--- config.mk ---
export PLATFORM = sky130hd
export DESIGN_NAME = pattern_scan_ctrl
export DESIGN_NICKNAME = d
export VERILOG_FILES = /design/src/rtl/pattern_scan_ctrl_pkg.sv /design/src/rtl/pattern_scan_ctrl.sv
export SDC_FILE = /design/constraint.sdc
export NUM_CORES = 1
export LEC_CHECK = 0
export BUFFER_PORTS_ARGS = -buffer_cell sky130_fd_sc_hd__buf_2
export CAP_MARGIN = 20
export CORE_MARGIN = 2
export CORE_UTILIZATION = 54
export CTS_CLUSTER_DIAMETER = 200
export DETAILED_ROUTE_END_ITERATION = 7
export GPL_ROUTABILITY_DRIVEN = 0
export PLACE_DENSITY = 0.93
export REMOVE_ABC_BUFFERS = 1
export SYNTH_ARGS = -nofsm -noshare
export SYNTH_HDL_FRONTEND = slang
export SYNTH_SLANG_ARGS = --single-unit
--- constraint.sdc ---
create_clock -name clk -period 5.63 [get_ports clk]
set_input_delay 1.126 -clock clk [delete_from_list [all_inputs] [get_ports clk]]
set_output_delay 1.126 -clock clk [all_outputs]
set_load 0.1 [all_outputs]
--- src/rtl/pattern_scan_ctrl_pkg.sv ---
// pattern_scan_ctrl_pkg: shared FSM states and X-counter step encodings for the pattern scanner.
package pattern_scan_ctrl_pkg;
    typedef enum logic [1:0] {IDLE, LOAD, RUN, DONE} state_t;
    localparam logic [1:0] XM_HOLD = 2'b00;
    localparam logic [1:0] XM_1    = 2'b01;
    localparam logic [1:0] XM_4    = 2'b10;
    localparam logic [1:0] XM_8    = 2'b11;
    function automatic logic [3:0] step_delta(input logic [1:0] mode);
        return mode == XM_1 ? 4'd1 : mode == XM_4 ? 4'd4 : mode == XM_8 ? 4'd8 : 4'd0;
    endfunction
endpackage

--- src/rtl/pattern_scan_ctrl.sv ---
// pattern_scan_ctrl: drives an external X counter line by line over a rectangular region,
// tracking the Y line and flagging line and frame completion.
module pattern_scan_ctrl
    import pattern_scan_ctrl_pkg::*;
#(
    parameter int W = 12
) (
    input  logic         clk,
    input  logic         rst_n,
    input  logic         start,
    input  logic         abort,
    input  logic [W-1:0] x_start,
    input  logic [W-1:0] x_end,
    input  logic [1:0]   step_mode,
    input  logic [W-1:0] n_lines,
    input  logic         pix_ready,
    input  logic [W-1:0] cnt_val,
    output logic         cnt_enb,
    output logic [1:0]   xmode,
    output logic [W-1:0] load_val,
    output logic [W-1:0] y_out,
    output logic         pix_valid,
    output logic         line_done,
    output logic         busy,
    output logic         done
);
    state_t       state, state_nxt;
    logic [W-1:0] y_q, xs_q, xe_q, nl_q;
    logic [1:0]   step_q;
    logic [W:0]   x_nxt;
    logic         last_x, last_y;
    // One extra bit so a step past 2^W-1 ends the line instead of wrapping to low X.
    assign x_nxt  = {1'b0, cnt_val} + {{(W-3){1'b0}}, step_delta(step_q)};
    assign last_x = x_nxt > {1'b0, xe_q};
    assign last_y = y_q == nl_q - W'(1);
    assign y_out  = y_q;
    always_comb begin
        state_nxt = state;
        cnt_enb   = 1'b0;
        xmode     = XM_HOLD;
        load_val  = '0;
        pix_valid = 1'b0;
        line_done = 1'b0;
        done      = 1'b0;
        busy      = state != IDLE;
        case (state)
            IDLE: state_nxt = start ? LOAD : IDLE;
            LOAD: begin
                cnt_enb   = 1'b1;
                load_val  = xs_q;
                state_nxt = RUN;
            end
            RUN: begin
                cnt_enb   = 1'b1;
                pix_valid = 1'b1;
                load_val  = cnt_val;
                if (pix_ready && !last_x) xmode = step_q;
                if (pix_ready && last_x) begin
                    line_done = !abort;
                    state_nxt = last_y ? DONE : LOAD;
                end
            end
            DONE: begin
                done      = !abort;
                state_nxt = IDLE;
            end
            default: state_nxt = IDLE;
        endcase
        if (abort) state_nxt = IDLE;
    end
    always_ff @(posedge clk) begin
        if (!rst_n) begin
            state  <= IDLE;
            y_q    <= '0;
            xs_q   <= '0;
            xe_q   <= '0;
            nl_q   <= '0;
            step_q <= XM_HOLD;
        end else begin
            state <= state_nxt;
            if (abort) begin
                y_q <= '0;
            end else if (state == IDLE && start) begin
                y_q    <= '0;
                xs_q   <= x_start;
                xe_q   <= x_end;
                nl_q   <= n_lines == '0 ? W'(1) : n_lines;
                step_q <= step_mode == XM_HOLD ? XM_1 : step_mode;
            end else if (state == RUN && pix_ready && last_x && !last_y) begin
                y_q <= y_q + W'(1);
            end
        end
    end
endmodule
# Word-level counts from Yosys, hierarchy flattened
# Index checks and enable logic that the tools add are counted.
# op_classes
add_sub_neg	3
order_cmp	1
n_eq_ne	8
muxes	17
bitwise	2
n_reduce_logical	17
# op_table
cell	n
12-bit case mux with 2 select lines	1
12-bit by 4-bit adder with 13-bit output	1
13-bit by 12-bit > comparator with 1-bit output	1
12-bit by 1-bit adder with 12-bit output, second input constant	1
12-bit == test	1
12-bit zero test	1
12-bit two-way mux	1
4-bit two-way mux	3
12-bit by 1-bit subtractor with 12-bit output, second input constant	1
2-bit two-way mux	5
2-bit == test, second input constant	4
2-bit case mux with 4 select lines	1
1-bit logical AND	6
1-bit two-way mux	6
2-bit by 1-bit == test with 1-bit output, second input constant	2
2-bit zero test	2
2-bit OR reduction	2
1-bit zero test	3
3-bit OR reduction	1
2-bit != test, second input constant	1
1-bit NOT	2
2-bit AND reduction	1
2-bit nonzero test	1
# totals
register_bits	52
in_bits	55
output_inout_bits	31
wordCells	54

# Longest topological paths before layout
# Gate-level depths: netlist of run 1.
# depth
ltp_word	10
mapped_depth	17

# Least setup slack after synthesis of run 1
# Ideal clock, no wire load.
# synth_path
kind	input -> output
from	input port cnt_val[0]
to	output port line_done
t_arrival_ps	4650
required_ps	4504
path_slack_ps	-146
path_stages	16
n_path_buf	1
cell_sequence	ha_1 -> ha_1 -> a21o_1 -> a21oi_1 -> nor2_1 -> nand3_1 -> xnor2_1 -> ha_1 -> and2_1 -> a221o_1 -> mux2_2 -> o41a_1 -> clkbuf_1 -> or2_2 -> nand2_1 -> nor2_1
# synth_via
elab_chain_cells	5
# synth_rtl
element	line_no	text
start, declared	pattern_scan_ctrl.sv:17	input logic [W-1:0] cnt_val,
12-bit by 4-bit adder with 13-bit output	pattern_scan_ctrl.sv:33	assign x_nxt = {1'b0, cnt_val} + {{(W-3){1'b0}}, step_delta(step_q)};
13-bit by 12-bit > comparator with 1-bit output	pattern_scan_ctrl.sv:34	assign last_x = x_nxt > {1'b0, xe_q};
1-bit logical AND	pattern_scan_ctrl.sv:58	if (pix_ready && last_x) begin
1-bit two-way mux	pattern_scan_ctrl.sv:58	
1-bit two-way mux	pattern_scan_ctrl.sv:46	case (state)
end, declared	pattern_scan_ctrl.sv:23	output logic line_done,
# Every way passes these cells.

# Final worst setup path of run 1
# layout_path
from	input port cnt_val[2]
to	output port xmode[0]
# layout_via
elab_chain_cells	6
# layout_rtl
element	line_no	text
12-bit by 4-bit adder with 13-bit output	pattern_scan_ctrl.sv:33	
13-bit by 12-bit > comparator with 1-bit output	pattern_scan_ctrl.sv:34	
1-bit zero test	pattern_scan_ctrl.sv:57	if (pix_ready && !last_x) xmode = step_q;
1-bit logical AND	pattern_scan_ctrl.sv:57	
2-bit two-way mux	pattern_scan_ctrl.sv:57	
2-bit two-way mux	pattern_scan_ctrl.sv:46	
end, declared	pattern_scan_ctrl.sv:19	output logic [1:0] xmode,
# Every way passes these cells.

==> results of run 1 <==
## power breakdown
part / switching [W] / internal, W / total, W
sequential: 0.0000128 / 0.000381 / 0.000394
combinational: 0.0000942 / 0.0000704 / 0.000165
clock: 0.000125 / 0.0000984 / 0.000224
## flip-flops by register name (all words and copies together), names as in the netlist
| name | flops |
|---|---|
| y_out | 12 |
| nl_q | 12 |
| xe_q | 12 |
| xs_q | 12 |
| step_q | 2 |
| state | 2 |
## layout make-up
| cell class | count | area (sq um) |
|---|---|---|
| sequential | 52 | 1040 |
| multi-input combinational | 355 | 2280 |
| fill | 529 | 2250 |
| timing repair buffer | 87 | 473 |
| clock inverter | 2 | 10.0 |
| tap | 77 | 96.3 |
| inverter | 20 | 75.1 |
| clock buffer | 6 | 82.6 |
## synthesized netlist by cell type (3+ instances only)
master | instances | area [sq um]
nand4_1 | 6 | 37.5
dfxtp_1 | 52 | 1040
ha_1 | 23 | 288
and3_1 | 7 | 43.8
a22oi_1 | 12 | 90.1
nand4b_1 | 3 | 26.3
nor2_1 | 21 | 78.8
a31oi_1 | 3 | 18.8
nor3_1 | 7 | 35.0
a21oi_1 | 6 | 30.0
nor2b_1 | 19 | 119
a21boi_0 | 36 | 270
xor2_1 | 8 | 70.1
nand3_1 | 13 | 65.1
clkbuf_1 | 21 | 78.8
or4_1 | 7 | 52.6
mux2i_1 | 8 | 80.1
o211ai_1 | 7 | 52.6
and2_1 | 3 | 18.8
xnor2_1 | 14 | 123
a211oi_1 | 3 | 22.5
inv_1 | 20 | 75.1
nand2_1 | 99 | 372
o311ai_1 | 3 | 26.3
o21ai_0 | 14 | 70.1
nand2b_1 | 6 | 37.5
## cells by family after synthesis
kind of cell | synth area share
simple gates | 0.289
compound gates | 0.195
flops | 0.298
buf+inv | 0.0540
fa+ha+maj | 0.0823
xor+xnor | 0.0551
mux | 0.0261
## metal layers
layer	vias to the layer above	wire, um
met4	0	242
met5	-	0
met3	27	614
met2	153	4370
met1	1612	3510
li1	1704	-
## path summary, 6_finish.rpt
check / from / cells past startpoint / slack, ns / endpoint
worst max-delay path: cnt_val[2] / 15 / 0.22 / xmode[0]
worst min-delay path: xe_q[7] / 2 / 0.47 / xe_q[7]
worst max register to register: step_q[0] / 17 / 1.91 / y_out[10]
worst min register to register: xe_q[7] / 2 / 0.47 / xe_q[7]
## stage by stage
| step | instances | instance area, sq um |
|---|---|---|
| 6_report | 599 | 4060 |
| 5_1_grt | 599 | 4060 |
| 4_1_cts | 599 | 4050 |
| 3_5_place_dp | 591 | 3950 |
| 3_3_place_gp | 591 | 3950 |
| 2_1_floorplan | 427 | 3380 |
## timing repair
item                                   in CTS  in global routing
setup endpoints to repair                   0                  3
gates resized for setup                     0                  6
endpoints found under the hold margin       0                  0
## worst max-delay path, delay by kind of cell
kind | cells | cell delay, ns
AND/OR/NAND/NOR | 5 | 0.94
AO/OA/AOI/OAI | 4 | 0.90
adder cells (fa/ha/maj) | 2 | 0.60
buffers and inverters | 2 | 0.29
multiplexers | 1 | 0.27
XOR/XNOR | 1 | 0.12
## layout by cell type, fill, tap and decap left out, drive strengths merged, types with 3 or more instances in the layout
cell type   n
nand2b      6
nand2      99
and3        7
o311ai      3
nor2b      19
o211ai      8
nand3      13
or3         3
mux2i       8
a21boi     36
a211oi      3
nand4b      3
dfxtp      52
buf        87
xor2        8
or4         7
inv        20
clkbuf      6
nor3        8
a31oi       3
a21oi       6
and2        3
nor2       21
ha         23
nand4       6
a22oi      12
xnor2      14
o21ai      15
==> results.tsv, run 1 <==
stage	metric	value	unit
min_path	Worst Hold Class	reg2reg	
run_status	status	finished clean	
sta	Worst-Margin Slew	0.917	ns
sta	Worst Skew	0.00598	ns
clocking	CTS Root Cell	clkbuf_8	
sta	Max Fclk	185	MHz
clocking	clock slew at reported path FFs	0.09	ns
logic_synthesis	commonest register cell after synthesis	dfxtp_1	
floorplanning	core area	6310	sq um
clocking	hold-fix buffers at CTS	0	
setup_path	CP required	4.50	ns
logic_synthesis	Synth cell types	50	
clocking	number of setup buffers added after CTS	0	
sta	clock period minus worst slack	5.41	ns
clocking	Num Clock Sinks	52	
setup_path	crit-path cells	buf_2 -> ha_1 -> a31oi_2 -> nor2b_1 -> o21bai_1 -> nand2b_1 -> xnor2_1 -> ha_1 -> and2_1 -> a221o_1 -> mux2_2 -> o41a_1 -> nor2_1 -> and3_1 -> buf_12	
logic_synthesis	Syn. warnings	0	
logic_synthesis	Post-synth ARST share	0	
sta	RSZ-0062 raised after global routing	no	
route	total wire length	8740	um
floorplanning	row cnt	29	
clocking	clk_lat worst skew	0.31	ns
setup_path	crit end category	primary output	
global_routing	met2 Use GR	0.454	
final_layout	Net count, final	599	
logic_synthesis	Post-synth EDFFs	0	
route	1st-iter DRT viols	232	
logic_synthesis	register area share after synthesis	0.298	
route	antenna viol nets, final	0	
run	Max Cap Viol	0	
global_routing	Global Route Usage Sum	0.252	
placed_design	DP Worst Slack	0.109	ns
sta	final worst setup slack	0.225	ns
setup_path	CP max FO	4	
clocking	CTS tree	built	
placed_design	HPWL after DPL	6690	um
final_layout	Antenna Cells	0	
final_layout	layout cell share with drive strength beyond 1	0.205	
logic_synthesis	Post-Syn Area	3500	sq um
sta	final setup fails	0	
global_routing	total grt overflow	0	
logic_synthesis	Mean Syn Cell Area	7.74	sq um
floorplanning	Die Area	7140	sq um
route	Vias/cell	5.84	
floorplanning	Die Wd	84.5	um
route	residual DRC count	0	
global_routing	M3 GR Usage	0.0452	
setup_path	critical path arrival	4.28	ns
final_layout	final core utilization	0.643	
setup_path	Crit Path Class	in2out	
route	DR pass1 iterations	5	
sta	Worst Hold Slack	0.473	ns
setup_path	Setup crit start kind	primary input	
final_layout	area grow syn2layout	16.2	%
pwr	maximum VDD drop	0.123	mV
clocking	TritonCTS buffer count	5	
global_routing	initial antenna violation count	0	
global_routing	vias in the first global route	3387	
pwr	Power, Total	0.000782	W
setup_path	CP peak stage delay	0.34	ns
floorplanning	Starting Density	0.554	
logic_synthesis	Synth Instances	452	
sta	final period utilization	0.960	
placed_design	port bufs	85	
pwr	Pleak	1.73	nW
clocking	CTS Buffer Depth	2	
global_routing	most used routing layer	met2	
floorplanning	I/O pins	86	
global_routing	grt met1 use	0.294	
setup_path	slowest stage cell, crit path	ha_1	
setup_path	most frequent CP cell	ha_1	
global_routing	pin count of the biggest net entering global routing	41	
pwr	Power Density	193	nW/um^2
sta	Worst slew margin	0.389	
global_routing	global-route wire length before repair	14900	um
floorplanning	DIE HEIGHT	84.5	um
route	Avg WL per Cell	14.6	um
clocking	H-tree levels	2	
sta	Slew Limit Fails	0	
logic_synthesis	register bit total from synthesis	52	
sta	Setup TNS	0	ns
sta	Hold Vio Cnt, Final	0	
route	detailed-route via count	3496	
(Power assumes the default switching activity.)
==> inputs of run 2 (changes only) <==
Settings changed: ABC_AREA set to 1, CORE_UTILIZATION 54 to 55.
==> run 2 against run 1 <==
Cell count grew 16%. Clock skew is essentially flat. Clock power is essentially flat. Wire length grew 9.3%. Flip-flop and latch count is the same. Largest cell class unchanged. Largest power group unchanged. Highest routed layer unchanged.
==> results.tsv, run 2 <==
stage	metric	value	unit
pwr	maximum VDD drop	0.125	mV
logic_synthesis	Mean Syn Cell Area	6.75	sq um
global_routing	total grt overflow	0	
setup_path	CP required	4.50	ns
clocking	CTS Root Cell	clkbuf_8	
sta	Max Fclk	199	MHz
floorplanning	Starting Density	0.570	
final_layout	final core utilization	0.654	
sta	Slew Limit Fails	0	
floorplanning	DIE HEIGHT	85.3	um
final_layout	area grow syn2layout	14.7	%
logic_synthesis	Synth Instances	539	
min_path	Worst Hold Class	reg2reg	
run	Max Cap Viol	0	
placed_design	port bufs	85	
pwr	Power, Total	0.000854	W
logic_synthesis	Post-synth ARST share	0	
logic_synthesis	Post-Syn Area	3640	sq um
setup_path	crit end category	primary output	
setup_path	CP peak stage delay	0.46	ns
global_routing	pin count of the biggest net entering global routing	60	
global_routing	initial antenna violation count	1	
global_routing	Global Route Usage Sum	0.277	
pwr	Power Density	205	nW/um^2
logic_synthesis	top-count cell post-synth	nand2_1	
sta	final worst setup slack	0.602	ns
floorplanning	row cnt	29	
global_routing	vias in the first global route	3762	
setup_path	family with the most delay on the worst path	simple AND/OR/NAND/NOR gates	
pwr	Pleak	1.95	nW
placed_design	DP Worst Slack	0.686	ns
route	Avg WL per Cell	13.8	um
clocking	Num Clock Sinks	52	
sta	Worst slew margin	0.260	
final_layout	layout cell share with drive strength beyond 1	0.210	
final_layout	most frequent cells in the layout	110 x nand2_1, 85 x buf_2, 72 x nor2_1	
final_layout	commonest non-fill, non-tap cell in the layout	nand2_1	
route	residual DRC count	0	
sta	final setup fails	0	
route	Vias/cell	5.55	
route	DR pass1 iterations	5	
sta	clock period minus worst slack	5.03	ns
sta	Hold Vio Cnt, Final	0	
final_layout	Net count, final	691	
logic_synthesis	Synth area leaders	dfxtp_1 29%, nand2_1 11%, ha_1 7.9%, nor2_1 7.4%, inv_1 6.1%	
setup_path	WP buf/inv	2	
global_routing	global-route wire length before repair	16700	um
logic_synthesis	Synth cell types	34	
clocking	number of setup buffers added after CTS	0	
placed_design	HPWL after DPL	7200	um
floorplanning	Die Wd	85.3	um
setup_path	crit-path cells	buf_2 -> ha_1 -> nand3_1 -> o21ai_0 -> nand4_1 -> xor2_1 -> ha_1 -> nand3_1 -> nor3b_1 -> nand3_1 -> nand2_2 -> nand2_1 -> nor3_1 -> buf_2	
clocking	TritonCTS buffer count	5	
sta	Setup TNS	0	ns
route	total wire length	9560	um
route	antenna viol nets, final	0	
setup_path	Crit Path Class	in2out	
clocking	hold-fix buffers at CTS	0	
setup_path	CP max FO	3	
floorplanning	core area	6390	sq um
floorplanning	Die Area	7280	sq um
sta	RSZ-0062 raised after global routing	no	
logic_synthesis	Syn. warnings	0	
clocking	clk_lat worst skew	0.31	ns
route	1st-iter DRT viols	176	
clocking	clock slew at reported path FFs	0.09	ns
logic_synthesis	top-area cell type share of the netlist area	0.286	
sta	Worst Hold Slack	0.480	ns
logic_synthesis	Synth area leader	dfxtp_1	
setup_path	Setup crit start kind	primary input	
logic_synthesis	register bit total from synthesis	52	
sta	Worst-Margin Slew	1.11	ns
sta	final period utilization	0.893	
clocking	post-CTS sizing	0	
clocking	CTS Buffer Depth	2	
clocking	CTS tree	built	
sta	Worst Skew	0.00620	ns
setup_path	slowest stage cell, crit path	buf_2	
setup_path	critical path arrival	3.90	ns
logic_synthesis	Post-synth EDFFs	0	
route	detailed-route via count	3844	
logic_synthesis	register area share after synthesis	0.286	
logic_synthesis	commonest register cell after synthesis	dfxtp_1	
floorplanning	I/O pins	86	
logic_synthesis	Commonest cells post-synth	110 x nand2_1, 72 x nor2_1, 59 x inv_1	
clocking	H-tree levels	2	
setup_path	most frequent CP cell	nand3_1	
run_status	status	finished clean	
[run 2: cell types whose count changed after synthesis, sizes merged, moves of 8 or more]
cell / delta
a21boi: -36
a21oi: +42
a22oi: -12
inv: +41
mux2i: -8
nand2: +17
nand3: +33
nor2: +59
nor2b: -19
o211ai: -8
o21ai: +17
xor2: +12
[run 2: worst paths after layout]
| path | cells past startpoint | slack [ns] | to | start |
|---|---|---|---|---|
| worst max register to register | 22 | 2.26 | y_out[11] | step_q[0] |
| worst max-delay path | 14 | 0.60 | xmode[1] | cnt_val[2] |
| worst min-delay path | 2 | 0.48 | xe_q[1] | xe_q[1] |
| worst min register to register | 2 | 0.48 | xe_q[1] | xe_q[1] |
[run 2: cells by family (layout without fill, tap and decap cells)]
logic type | count (synthesis) | count (layout) | synth area share
AOI/OAI and AO/OA | 92 | 92 | 0.145
other | 0 | 1 | 0
adders and majority gates | 23 | 23 | 0.0791
xor gates and xnor gates | 28 | 28 | 0.0712
and+or+nand+nor | 263 | 263 | 0.329
buffers and inverters | 81 | 156 | 0.0887
DFF | 52 | 52 | 0.286
[run 2: worst min-delay path, stage by stage (launching register included)]
cell and delay, ns:
dfxtp_1 0.31, inv_1 0.07, a21oi_1 0.06
[run 2: power by group]
part / switching [W] / internal, W / total (W)
combinational: 0.000146 / 0.0000827 / 0.000229
sequential: 0.0000133 / 0.000387 / 0.000401
clock: 0.000125 / 0.000100 / 0.000225
[run 2: area by class of cell]
type / instances / area, sq um
clock inverters: 1 / 7.51
inverters: 62 / 233
repair buffers: 86 / 433
diodes: 1 / 2.50
flip-flops and latches: 52 / 1040
clock buffers: 7 / 86.3
well taps: 77 / 96.3
fillers: 553 / 2210
multi-input cells: 406 / 2270
[run 2: routing by layer]
layer | routed length, um | track usage | vias up
met3 | 696 | 0.0516 | 32
met4 | 315 | 0.114 | 0
met2 | 4580 | 0.487 | 171
met1 | 3970 | 0.331 | 1741
met5 | 0 | 0 | -
li1 | - | - | 1900
[run 2: per-stage QoR]
stage / area (sq um) / std cells
after floorplan: 3550 / 520
after global placement: 4080 / 683
after detailed placement: 4080 / 683
after CTS: 4170 / 691
after global routing: 4170 / 692
final: 4170 / 692
